$ cat src/rtl/rx_dfe_slicer_pkg.sv
// rx_pkg: shared types, sizes and slicer helpers for the rx_dfe_slicer block.
// Optional error outputs are enabled by defining RX_DFE_ERR_OUT_EN.
package rx_pkg;

    localparam int DATA_W    = 8;
    localparam int COEF_W    = 8;
    localparam int COEF_FRAC = 2;
    localparam int NTAPS     = 4;
    localparam int LEVEL     = 32;
    localparam int NUM_LANES = 4;
    localparam int TAP_W     = $clog2(NTAPS);
    localparam int LANE_W    = $clog2(NUM_LANES);
    // Equalised sample width: wide enough that sample minus feedback never wraps.
    localparam int Y_W       = DATA_W + COEF_W + $clog2(NTAPS) + 2;

    typedef logic signed [2:0] pam5_t;

    localparam pam5_t PAM5_P2 = 3'sd2;
    localparam pam5_t PAM5_P1 = 3'sd1;
    localparam pam5_t PAM5_Z  = 3'sd0;
    localparam pam5_t PAM5_M1 = -3'sd1;
    localparam pam5_t PAM5_M2 = -3'sd2;

    localparam logic signed [Y_W-1:0] LVL_Y   = Y_W'(LEVEL);
    localparam logic signed [Y_W-1:0] TH_HI   = Y_W'((3 * LEVEL) / 2);
    localparam logic signed [Y_W-1:0] TH_LO   = Y_W'(LEVEL / 2);
    localparam logic signed [Y_W-1:0] ERR_MAX = Y_W'((1 << (DATA_W - 1)) - 1);
    localparam logic signed [Y_W-1:0] ERR_MIN = Y_W'(-(1 << (DATA_W - 1)));

    // Ties at +/-LEVEL/2 go away from zero; +/-3*LEVEL/2 map to +/-2.
    function automatic pam5_t pam5_slice(input logic signed [Y_W-1:0] y);
        pam5_t d;
        if (y >= TH_HI)       d = PAM5_P2;
        else if (y >= TH_LO)  d = PAM5_P1;
        else if (y > -TH_LO)  d = PAM5_Z;
        else if (y > -TH_HI)  d = PAM5_M1;
        else                  d = PAM5_M2;
        return d;
    endfunction

endpackage

$ cat src/rtl/rx_dfe_slicer_if.sv
// rx_dfe_slicer_if: sample, decision and coefficient-write signals of the DFE.
// Error outputs exist only when RX_DFE_ERR_OUT_EN is defined.
//
// Handshake: valid-only, no backpressure. io_in_valid qualifies all four lane
// samples in the same cycle; io_out_valid qualifies all four decisions one
// cycle later. When io_out_valid is low the decision bits hold their value.
// cfg_wr_en is a single-cycle write strobe, always accepted.
interface rx_dfe_slicer_if;
    import rx_pkg::*;

    logic                     io_in_valid;
    logic signed [DATA_W-1:0] io_in_bits_0;
    logic signed [DATA_W-1:0] io_in_bits_1;
    logic signed [DATA_W-1:0] io_in_bits_2;
    logic signed [DATA_W-1:0] io_in_bits_3;
    logic                     cfg_wr_en;
    logic [LANE_W-1:0]        cfg_wr_lane;
    logic [TAP_W-1:0]         cfg_wr_tap;
    logic signed [COEF_W-1:0] cfg_wr_data;
    logic                     io_out_valid;
    pam5_t                    io_out_bits_0;
    pam5_t                    io_out_bits_1;
    pam5_t                    io_out_bits_2;
    pam5_t                    io_out_bits_3;
`ifdef RX_DFE_ERR_OUT_EN
    logic signed [DATA_W-1:0] io_err_bits_0;
    logic signed [DATA_W-1:0] io_err_bits_1;
    logic signed [DATA_W-1:0] io_err_bits_2;
    logic signed [DATA_W-1:0] io_err_bits_3;
`endif

    modport master (
        output io_in_valid, io_in_bits_0, io_in_bits_1, io_in_bits_2, io_in_bits_3,
        output cfg_wr_en, cfg_wr_lane, cfg_wr_tap, cfg_wr_data,
`ifdef RX_DFE_ERR_OUT_EN
        input  io_err_bits_0, io_err_bits_1, io_err_bits_2, io_err_bits_3,
`endif
        input  io_out_valid, io_out_bits_0, io_out_bits_1, io_out_bits_2, io_out_bits_3
    );

    modport slave (
        input  io_in_valid, io_in_bits_0, io_in_bits_1, io_in_bits_2, io_in_bits_3,
        input  cfg_wr_en, cfg_wr_lane, cfg_wr_tap, cfg_wr_data,
`ifdef RX_DFE_ERR_OUT_EN
        output io_err_bits_0, io_err_bits_1, io_err_bits_2, io_err_bits_3,
`endif
        output io_out_valid, io_out_bits_0, io_out_bits_1, io_out_bits_2, io_out_bits_3
    );

endinterface

$ cat src/rtl/rx_dfe_slicer_lane.sv
// rx_dfe_lane: one DFE lane -- coefficient bank, decision history, feedback sum,
// PAM5 slicer and registered decision. Optional error output under RX_DFE_ERR_OUT_EN.
module rx_dfe_lane
    import rx_pkg::*;
(
    input  logic                     clock,
    input  logic                     reset,
    input  logic                     i_valid,
    input  logic signed [DATA_W-1:0] i_sample,
    input  logic                     i_wr_en,
    input  logic [TAP_W-1:0]         i_wr_tap,
    input  logic signed [COEF_W-1:0] i_wr_data,
`ifdef RX_DFE_ERR_OUT_EN
    output logic signed [DATA_W-1:0] o_err,
`endif
    output pam5_t                    o_dec
);

    logic signed [COEF_W-1:0] r_coef [NTAPS];
    pam5_t                    r_hist [NTAPS];
    pam5_t                    r_dec;
    logic signed [Y_W-1:0]    w_acc;
    logic signed [Y_W-1:0]    w_fb;
    logic signed [Y_W-1:0]    w_y;
    pam5_t                    w_dec;

    // Full-precision feedback sum, floor-shifted, subtracted from the sample, then sliced.
    always_comb begin
        w_acc = '0;
        for (int k = 0; k < NTAPS; k++) begin
            w_acc = w_acc + (Y_W'(r_coef[k]) * Y_W'(r_hist[k]));
        end
        w_fb  = w_acc >>> COEF_FRAC;
        w_y   = Y_W'(i_sample) - w_fb;
        w_dec = pam5_slice(w_y);
    end

    // Coefficient bank; a write lands at the edge, so a same-cycle sample sees the old value.
    always_ff @(posedge clock or negedge reset) begin
        if (!reset) begin
            for (int k = 0; k < NTAPS; k++) r_coef[k] <= '0;
        end else if (i_wr_en) begin
            r_coef[i_wr_tap] <= i_wr_data;
        end
    end

    // Decision history and output register advance only on valid samples.
    always_ff @(posedge clock or negedge reset) begin
        if (!reset) begin
            for (int k = 0; k < NTAPS; k++) r_hist[k] <= '0;
            r_dec <= '0;
        end else if (i_valid) begin
            r_hist[0] <= w_dec;
            for (int k = 1; k < NTAPS; k++) r_hist[k] <= r_hist[k-1];
            r_dec <= w_dec;
        end
    end

    assign o_dec = r_dec;

`ifdef RX_DFE_ERR_OUT_EN
    logic signed [Y_W-1:0]    w_err_full;
    logic signed [DATA_W-1:0] w_err;
    logic signed [DATA_W-1:0] r_err;

    // Slicer error relative to the ideal level of the chosen symbol, saturated to sample width.
    always_comb begin
        w_err_full = w_y - (Y_W'(w_dec) * LVL_Y);
        if (w_err_full > ERR_MAX)      w_err = DATA_W'(ERR_MAX);
        else if (w_err_full < ERR_MIN) w_err = DATA_W'(ERR_MIN);
        else                           w_err = DATA_W'(w_err_full);
    end

    // Error register tracks the decision register.
    always_ff @(posedge clock or negedge reset) begin
        if (!reset)       r_err <= '0;
        else if (i_valid) r_err <= w_err;
    end

    assign o_err = r_err;
`endif

endmodule

$ cat src/rtl/rx_dfe_slicer.sv
// rx_dfe_slicer: 4-lane decision-feedback equaliser with PAM5 slicer.
// Define RX_DFE_ERR_OUT_EN to add per-lane slicer error outputs.
module rx_dfe_slicer
    import rx_pkg::*;
(
    input  logic           clock,
    input  logic           reset,
    rx_dfe_slicer_if.slave bus
);

    logic signed [DATA_W-1:0] w_sample [NUM_LANES];
    pam5_t                    w_dec    [NUM_LANES];
    logic                     w_wr_en  [NUM_LANES];
    logic                     r_out_valid;

    assign w_sample[0] = bus.io_in_bits_0;
    assign w_sample[1] = bus.io_in_bits_1;
    assign w_sample[2] = bus.io_in_bits_2;
    assign w_sample[3] = bus.io_in_bits_3;

`ifdef RX_DFE_ERR_OUT_EN
    logic signed [DATA_W-1:0] w_err [NUM_LANES];
`endif

    for (genvar l = 0; l < NUM_LANES; l++) begin : g_lane
        assign w_wr_en[l] = bus.cfg_wr_en && (bus.cfg_wr_lane == LANE_W'(l));

        rx_dfe_lane u_lane (
            .clock     (clock),
            .reset     (reset),
            .i_valid   (bus.io_in_valid),
            .i_sample  (w_sample[l]),
            .i_wr_en   (w_wr_en[l]),
            .i_wr_tap  (bus.cfg_wr_tap),
            .i_wr_data (bus.cfg_wr_data),
`ifdef RX_DFE_ERR_OUT_EN
            .o_err     (w_err[l]),
`endif
            .o_dec     (w_dec[l])
        );
    end

    // Output valid is the input valid delayed by the one-cycle decision latency.
    always_ff @(posedge clock or negedge reset) begin
        if (!reset) r_out_valid <= 1'b0;
        else        r_out_valid <= bus.io_in_valid;
    end

    assign bus.io_out_valid  = r_out_valid;
    assign bus.io_out_bits_0 = w_dec[0];
    assign bus.io_out_bits_1 = w_dec[1];
    assign bus.io_out_bits_2 = w_dec[2];
    assign bus.io_out_bits_3 = w_dec[3];

`ifdef RX_DFE_ERR_OUT_EN
    assign bus.io_err_bits_0 = w_err[0];
    assign bus.io_err_bits_1 = w_err[1];
    assign bus.io_err_bits_2 = w_err[2];
    assign bus.io_err_bits_3 = w_err[3];
`endif

endmodule
$ cat src/flat_wrapper.sv
// flat-port wrapper written by rule: the top's interface ports become plain ports
module rx_dfe_slicer_flat import rx_pkg::*;
  (clock, reset, bus_io_in_valid, bus_io_in_bits_0, bus_io_in_bits_1, bus_io_in_bits_2, bus_io_in_bits_3, bus_cfg_wr_en, bus_cfg_wr_lane, bus_cfg_wr_tap, bus_cfg_wr_data, bus_io_out_valid, bus_io_out_bits_0, bus_io_out_bits_1, bus_io_out_bits_2, bus_io_out_bits_3);
  rx_dfe_slicer_if bus_i ();
  input  logic clock;
  input  logic reset;
  input wire logic [$bits(bus_i.io_in_valid)-1:0] bus_io_in_valid;
  input wire logic [$bits(bus_i.io_in_bits_0)-1:0] bus_io_in_bits_0;
  input wire logic [$bits(bus_i.io_in_bits_1)-1:0] bus_io_in_bits_1;
  input wire logic [$bits(bus_i.io_in_bits_2)-1:0] bus_io_in_bits_2;
  input wire logic [$bits(bus_i.io_in_bits_3)-1:0] bus_io_in_bits_3;
  input wire logic [$bits(bus_i.cfg_wr_en)-1:0] bus_cfg_wr_en;
  input wire logic [$bits(bus_i.cfg_wr_lane)-1:0] bus_cfg_wr_lane;
  input wire logic [$bits(bus_i.cfg_wr_tap)-1:0] bus_cfg_wr_tap;
  input wire logic [$bits(bus_i.cfg_wr_data)-1:0] bus_cfg_wr_data;
  output wire logic [$bits(bus_i.io_out_valid)-1:0] bus_io_out_valid;
  output wire logic [$bits(bus_i.io_out_bits_0)-1:0] bus_io_out_bits_0;
  output wire logic [$bits(bus_i.io_out_bits_1)-1:0] bus_io_out_bits_1;
  output wire logic [$bits(bus_i.io_out_bits_2)-1:0] bus_io_out_bits_2;
  output wire logic [$bits(bus_i.io_out_bits_3)-1:0] bus_io_out_bits_3;
  assign bus_i.io_in_valid = bus_io_in_valid;
  assign bus_i.io_in_bits_0 = bus_io_in_bits_0;
  assign bus_i.io_in_bits_1 = bus_io_in_bits_1;
  assign bus_i.io_in_bits_2 = bus_io_in_bits_2;
  assign bus_i.io_in_bits_3 = bus_io_in_bits_3;
  assign bus_i.cfg_wr_en = bus_cfg_wr_en;
  assign bus_i.cfg_wr_lane = bus_cfg_wr_lane;
  assign bus_i.cfg_wr_tap = bus_cfg_wr_tap;
  assign bus_i.cfg_wr_data = bus_cfg_wr_data;
  assign bus_io_out_valid = bus_i.io_out_valid;
  assign bus_io_out_bits_0 = bus_i.io_out_bits_0;
  assign bus_io_out_bits_1 = bus_i.io_out_bits_1;
  assign bus_io_out_bits_2 = bus_i.io_out_bits_2;
  assign bus_io_out_bits_3 = bus_i.io_out_bits_3;
  rx_dfe_slicer u_core (.clock(clock), .reset(reset), .bus(bus_i));
endmodule
$ cat config.mk
export PLATFORM = sky130hd
export DESIGN_NAME = rx_dfe_slicer_flat
export DESIGN_NICKNAME = d
export VERILOG_FILES = /design/src/rtl/rx_dfe_slicer_pkg.sv /design/src/rtl/rx_dfe_slicer_if.sv /design/src/rtl/rx_dfe_slicer_lane.sv /design/src/rtl/rx_dfe_slicer.sv /design/src/flat_wrapper.sv
export SDC_FILE = /design/constraint.sdc
export NUM_CORES = 1
export LEC_CHECK = 0
export CAP_MARGIN = 10
export CORE_UTILIZATION = 46
export DETAILED_ROUTE_END_ITERATION = 8
export PLACE_DENSITY = 0.7
export SETUP_SLACK_MARGIN = 0.15
export SLEW_MARGIN = 25
export SYNTH_ARGS = -nofsm -noshare
export SYNTH_HDL_FRONTEND = slang
export SYNTH_HIERARCHICAL = 1
export SYNTH_SLANG_ARGS = --single-unit
$ cat constraint.sdc
create_clock -name clock -period 8.7 [get_ports clock]
set_input_delay 2.175 -clock clock [delete_from_list [all_inputs] [get_ports clock]]
set_output_delay 2.175 -clock clock [all_outputs]
set_load 0.02 [all_outputs]
Yosys cells after proc, flatten, opt, wreduce, memory -nomap -nowiden
Index checks and enable logic that the tools add are counted.
W data, S select, Z words.
{ "word_totals": {"regBits": 177, "in_bits": 48, "out_inout_bits": 13, "word_cells": 115} }
{ "classes": {"addsub": 16, "multipliers": 16, "order_cmp": 18, "n_eq_ne": 3, "muxes": 22, "n_bitwise": 1, "n_reduce_logical": 6} }
{ "ops": {"columns": ["cell", "n"], "rows": [
  ["$mul A8 B3 Y11", 16],
  ["$bwmux W32", 4],
  ["$add A13 B11 Y14", 4],
  ["$add A12 B11 Y13", 4],
  ["$ge A13 B6 Y1 const B", 4],
  ["$ge A13 B7 Y1 const B", 4],
  ["$gt A13 B5 Y1 const B", 4],
  ["$gt A13 B7 Y1 const B", 4],
  ["$sub A8 B12 Y13", 4],
  ["$add A11 B11 Y12", 4],
  ["$mux W3", 12],
  ["$demux W8 S2", 1],
  ["$mux W8", 1],
  ["$logic_and A1 B1 Y1", 5],
  ["$eq A2 B2 Y1 const B", 2],
  ["$mux W1", 4],
  ["$ge A3 B3 Y1 const B", 1],
  ["$lt A3 B1 Y1 const B", 1],
  ["$not A2 Y3", 1],
  ["$eq A2 B1 Y1 const B", 1],
  ["$logic_not A2 Y1", 1]
]} }

Depth between registers and ports, before layout
{ "depth": {"depth_word": 10, "depth_mapped": 29, "mapped_depth_nobuf": 28} }

Modules after synthesis
Netlist, hierarchy kept.
{ "by_module_without_submodules": {"columns": ["mod", "n_inst", "cells_each", "area_per_inst_um2", "seq_area_each_um2"], "rows": [
  ["rx_dfe_lane at u_core.g_lane[0].u_lane", 1, 620, 6162.2, 1101.1],
  ["rx_dfe_lane at u_core.g_lane[3].u_lane", 1, 600, 6020.8, 1101.1],
  ["rx_dfe_lane at u_core.g_lane[2].u_lane", 1, 601, 6017.0, 1101.1],
  ["rx_dfe_lane at u_core.g_lane[1].u_lane", 1, 588, 5941.9, 1101.1],
  ["rx_dfe_slicer", 1, 5, 62.6, 25.0]
]} }

Worst setup path before layout
No wires, ideal clock.
{ "synth_timing": {"path_type": "register to register", "from": "register u_core/g_lane[3].u_lane/r_hist[11] (netlist bit)", "to": "register u_core/g_lane[3].u_lane/r_hist[9] (netlist bit)", "setup_ns": 0.128, "t_arrival_ns": 7.007, "required_ns": 8.572, "setup_slack_ns": 1.565, "path_stages_with_launch": 27, "path_buffers": 1, "synth_period_minus_slack_ns": 7.135, "path_cell_list": "dfrtp_1 > clkbuf_1 > nand2b_1 > fa_1 > inv_1 > fa_1 > fa_1 > inv_1 > fa_1 > fa_1 > inv_1 > ha_1 > a31o_1 > a21oi_1 > nor2b_1 > o21a_1 > o31a_1 > o211ai_1 > nand3_1 > o311a_1 > ha_1 > and3_1 > a2111oi_0 > o2111ai_1 > or4b_1 > a21boi_1 > o32ai_1"} }
{ "synth_between": {"elab_chain_len": 10, "word_cells_on_any_way": 13} }
{ "synth_rtl": {"columns": ["item", "line_no", "source"], "rows": [
  ["from (decl)", "rx_dfe_slicer_lane.sv:20", "pam5_t r_hist [NTAPS];"],
  ["$mul A8 B3 Y11 *", "rx_dfe_slicer_lane.sv:31", "w_acc = w_acc + (Y_W'(r_coef[k]) * Y_W'(r_hist[k]));"],
  ["$add A11 B11 Y12 *", "rx_dfe_slicer_lane.sv:31", null],
  ["$add A12 B11 Y13 *", "rx_dfe_slicer_lane.sv:31", null],
  ["$add A13 B11 Y14 *", "rx_dfe_slicer_lane.sv:31", null],
  ["$sub A8 B12 Y13 *", "rx_dfe_slicer_lane.sv:34", "w_y = Y_W'(i_sample) - w_fb;"],
  ["$gt A13 B7 Y1", "rx_dfe_slicer_pkg.sv:36", "else if (y > -TH_HI) d = PAM5_M1;"],
  ["$mux W1", "rx_dfe_slicer_pkg.sv:36", null],
  ["$mux W3", "rx_dfe_slicer_pkg.sv:35", "else if (y > -TH_LO) d = PAM5_Z;"],
  ["$mux W3", "rx_dfe_slicer_pkg.sv:34", "else if (y >= TH_LO) d = PAM5_P1;"],
  ["$mux W3 *", "rx_dfe_slicer_pkg.sv:33", "if (y >= TH_HI) d = PAM5_P2;"]
]} }
Every way passes the cells marked *; elsewhere a longest branch is shown, timed or not.
A chain may end at the register's enable or synchronous reset.

Worst setup path in the final report
{ "layout_timing": {"from": "register u_core/g_lane[3].u_lane/r_hist[2] (netlist bit)", "to": "register u_core/g_lane[3].u_lane/r_hist[9] (netlist bit)"} }
{ "layout_between": {"elab_chain_len": 8, "word_cells_on_any_way": 11} }
{ "layout_rtl": {"columns": ["item", "line_no"], "rows": [
  ["$mul A8 B3 Y11 *", "rx_dfe_slicer_lane.sv:31"],
  ["$add A13 B11 Y14 *", "rx_dfe_slicer_lane.sv:31"],
  ["$sub A8 B12 Y13 *", "rx_dfe_slicer_lane.sv:34"],
  ["$gt A13 B7 Y1", "rx_dfe_slicer_pkg.sv:36"],
  ["$mux W1", "rx_dfe_slicer_pkg.sv:36"],
  ["$mux W3", "rx_dfe_slicer_pkg.sv:35"],
  ["$mux W3", "rx_dfe_slicer_pkg.sv:34"],
  ["$mux W3 *", "rx_dfe_slicer_pkg.sv:33"]
]} }
Marks and branches as above.

==> metrics list <==
- R2R setup slack: 990 ps
- Buffers placed on the I/O ports in this run total 60.
- Data on the critical path is required at its endpoint by 9020 ps.
* Detailed-route vias per instance: 5.29
* Seq cells post-synth: 177
- Placed insts: 3102
* Async SR Flop Fraction: 100%
- Setup violations remaining at the end of the flow were counted as 0.
- Die footprint: 53500 µm²
* Endpoint arrival time on the critical path: 8020 ps
- Across all hold checks on the routed design, the worst slack comes to 550 ps.
- Routability-driven placement finished with a final weighted congestion of 0.890.
* Maximum fanout count along the critical path: 8
* Max Root-Sink Buffers: 2
- The min-delay analysis places its worst path in the category reg -> reg.
- Wire length of the first global-routing pass: 89500 µm
* Top FF cell, synth: dfrtp_1
* Relative slew slack: 27.3%
- After routing the design area is 26000 µm².
- Share of post-route cells with drive strength above 1: 10.6%
- 61 I/O pins were placed.
* Via count of the first global-routing pass: 18000
- Routed via count: 16600
* # hold bufs at CTS: 0
- Filler instances: 4639
- Clock sinks: 177
* Synthesized-area fraction occupied by adder cells: 40.5%
* Slew at the pin closest to its max-slew limit: 1090 ps
* Clock latency of the later-clocked register in the worst-skew pair: 470 ps
- Area grow syn2layout: 7.31%
- Multiplexer cells account for 7.53% of the synthesized area.
- Combined area of the multi-input logic cells: 17600 µm²
- Die X-Extent: 231 µm
- Final worst-path cycle share: 88.6%
- Average footprint of a synthesized cell: 10.0 µm²
- Total global routing track utilization: 21.0%
- The initial antenna violation count was 1.
- Summed over all layers, the routed wires come to 52100 µm.
- Count of final hold-check violations: 0
- Before antenna repair, the detailed router went through 5 iterations.
- After clock tree synthesis, the clock-pin slew on the worst setup and hold paths is 80 ps.
* Number of diodes added for antenna fixing: 0
- The synthesized netlist devotes 3.18% of its cell area to XOR and XNOR gates.
- Count of standard-cell rows: 83
- The cell that appears most often on the critical path is inv_1.
- Element type at the critical path end: flip-flop
- Wire length per cell after detailed routing: 16.6 µm
* Share of synthesized area occupied by flip-flops and latches: 18.3%
- Yosys mapped a number of flops with a built-in enable equal to 0.
- The core region is 51600 µm².
* Final global-route overflow total: 0
- Setup total negative slack on the finished layout was measured at 0 ps.
- The finished layout holds 3134 standard cells, fillers aside.
- Buffers added to address setup during post-CTS repair amount to 0.
- Placed instance area: 25400 µm²
- Iter 0 DRT Violations: 856
- Largest net degree at the start of global routing: 72
- Largest stage delay on the critical path: 560 ps
- For this configuration, the core starts out at a cell density of 46.9%.
- Summing the areas of all compound-gate instances in the mapped netlist gives 7.90% of the synthesized area.
- In the final layout, flip-flops and latches occupy 4430 µm².
* Yosys warns: 6
- The number of max-slew violations in the final report came to 0.
* Basic-gate share of the synthesized area counting and, or, nand and nor cells: 13.8%
* Crit path time final: 7710 ps
* Cell at the slowest stage of the critical path: a2111oi_0
- Post-cts resize count: 0
* Total clock buffers created by CTS: 17
- The worst setup path is launched from a flip-flop.
- In this run the number of H-tree levels came out at 4.
* Result of the run: finished clean
* Highest clock rate: 130 MHz
* DP HPWL: 41400 µm
- Counting every instance in the synthesized netlist gives 2414.
* DRC errors left: 0
- After synthesis the cells add up to 24200 µm².
- Die Span Y: 231 µm
- Once detail routing completed, the nets flagged for antenna violations numbered 0.
* Final nets: 3045
- The critical path in this run is classified as reg -> reg.
- Clock skew on the completed layout was measured at 11.1 ps.
- The tool flagged a number of max-cap violations equal to 0.
* Buffer type at the clock tree root: clkbuf_16
- Number of different library cells in the post-synthesis netlist: 104
* Combinational family with the most area after synthesis: adder cells
- CTS tree: built
* Unrepaired setup endpoints after global routing: false
- Net count after synthesis: 3018
[final cells by class]
class | instances | share of cell area, %
clock buffer | 17 | 1.64
multi-input combinational | 1692 | 67.9
timing repair buffer | 69 | 2.44
inverter | 484 | 6.99
tap | 680 | 3.28
clock inverter | 15 | 0.698
sequential | 177 | 17.1
[cell families after synthesis]
logic type | count (synthesis)
adder cells (fa/ha/maj) | 558
AO/OA/AOI/OAI | 263
XOR/XNOR | 87
buffers and inverters | 545
flip-flops | 177
AND/OR/NAND/NOR | 622
multiplexers | 162
[cell usage after synthesis, types with 6 or more instances]
master	n	share of area (%)
xor2_1	47	1.7
nor2b_1	30	0.78
a211oi_1	6	0.19
dfrtp_1	177	18
o211ai_1	11	0.34
and3_1	7	0.18
buf_4	13	0.40
nand3b_1	11	0.34
nand2b_1	77	2.0
a31oi_1	8	0.21
and2_1	134	3.5
clkbuf_1	39	0.60
xnor2_1	39	1.4
nand2_1	171	2.7
a21o_1	18	0.56
fa_1	376	31
nor4_1	11	0.28
o21ai_0	46	0.95
o21bai_1	14	0.43
o21a_1	19	0.59
a21oi_1	51	1.1
nor3b_1	7	0.22
inv_1	479	7.4
nor2_1	87	1.3
a31o_2	9	0.33
mux2_2	161	7.5
nand3_1	20	0.41
ha_1	180	9.3
nor3_1	20	0.41
[stage by stage]
stage               worst slack, ps  util [%]
global route                    522      50.3
floorplan                      1570         -
CTS                            1040      50.3
finish                          993      50.3
global placement               1330      49.2
detailed placement             1060      49.2
[final timing paths]
kind,from,end,cells after the start
max,u_core/g_lane[3].u_lane/r_hist[2],u_core/g_lane[3].u_lane/r_hist[9],27
min in group asynchronous,reset,u_core/g_lane[3].u_lane/r_hist[11],1
min reg2reg,u_core/g_lane[1].u_lane/r_coef[23],u_core/g_lane[1].u_lane/r_coef[23],1
max in group asynchronous,reset,u_core/g_lane[3].u_lane/r_coef[21],2
max reg2reg,u_core/g_lane[3].u_lane/r_hist[2],u_core/g_lane[3].u_lane/r_hist[9],27
min,u_core/g_lane[1].u_lane/r_coef[23],u_core/g_lane[1].u_lane/r_coef[23],1
[critical path: cells and delay by family, from the launching register on]
kind                     cells  cell delay, ps
buffers and inverters        6             480
adder cells (fa/ha/maj)      7            3120
flip-flops                   1             490
AO/OA/AOI/OAI                9            2310
AND/OR/NAND/NOR              5            1170
[cells in the final DEF, fill, tap and decap left out, types with 46 or more instances in the layout]
| master | count |
|---|---|
| xor2_1 | 47 |
| fa_1 | 376 |
| a21oi_1 | 51 |
| mux2_2 | 161 |
| dfrtp_1 | 177 |
| nand2_1 | 171 |
| o21ai_0 | 46 |
| ha_1 | 180 |
| inv_1 | 479 |
| nand2b_1 | 77 |
| nor2_1 | 87 |
| and2_1 | 134 |
| clkdlybuf4s50_1 | 52 |
[per-layer routing]
layer,vias up,share of wire (%),global-route usage [%]
met1,8490,43,26.3
met5,-,0,0
met3,81,3.1,2.47
met4,0,2.8,6.97
li1,7742,-,-
met2,277,51,37.4
[flip-flops by register name, indices dropped and copies added (netlist names)]
| name | cells |
|---|---|
| u_core/g_lane.u_lane/r_hist | 48 |
| u_core/bus.io_out_valid | 1 |
| u_core/g_lane.u_lane/r_coef | 128 |
Power is left out: the tool's default activity adds up to more than one toggle a clock period on the data nets, which glitch-free logic cannot reach.
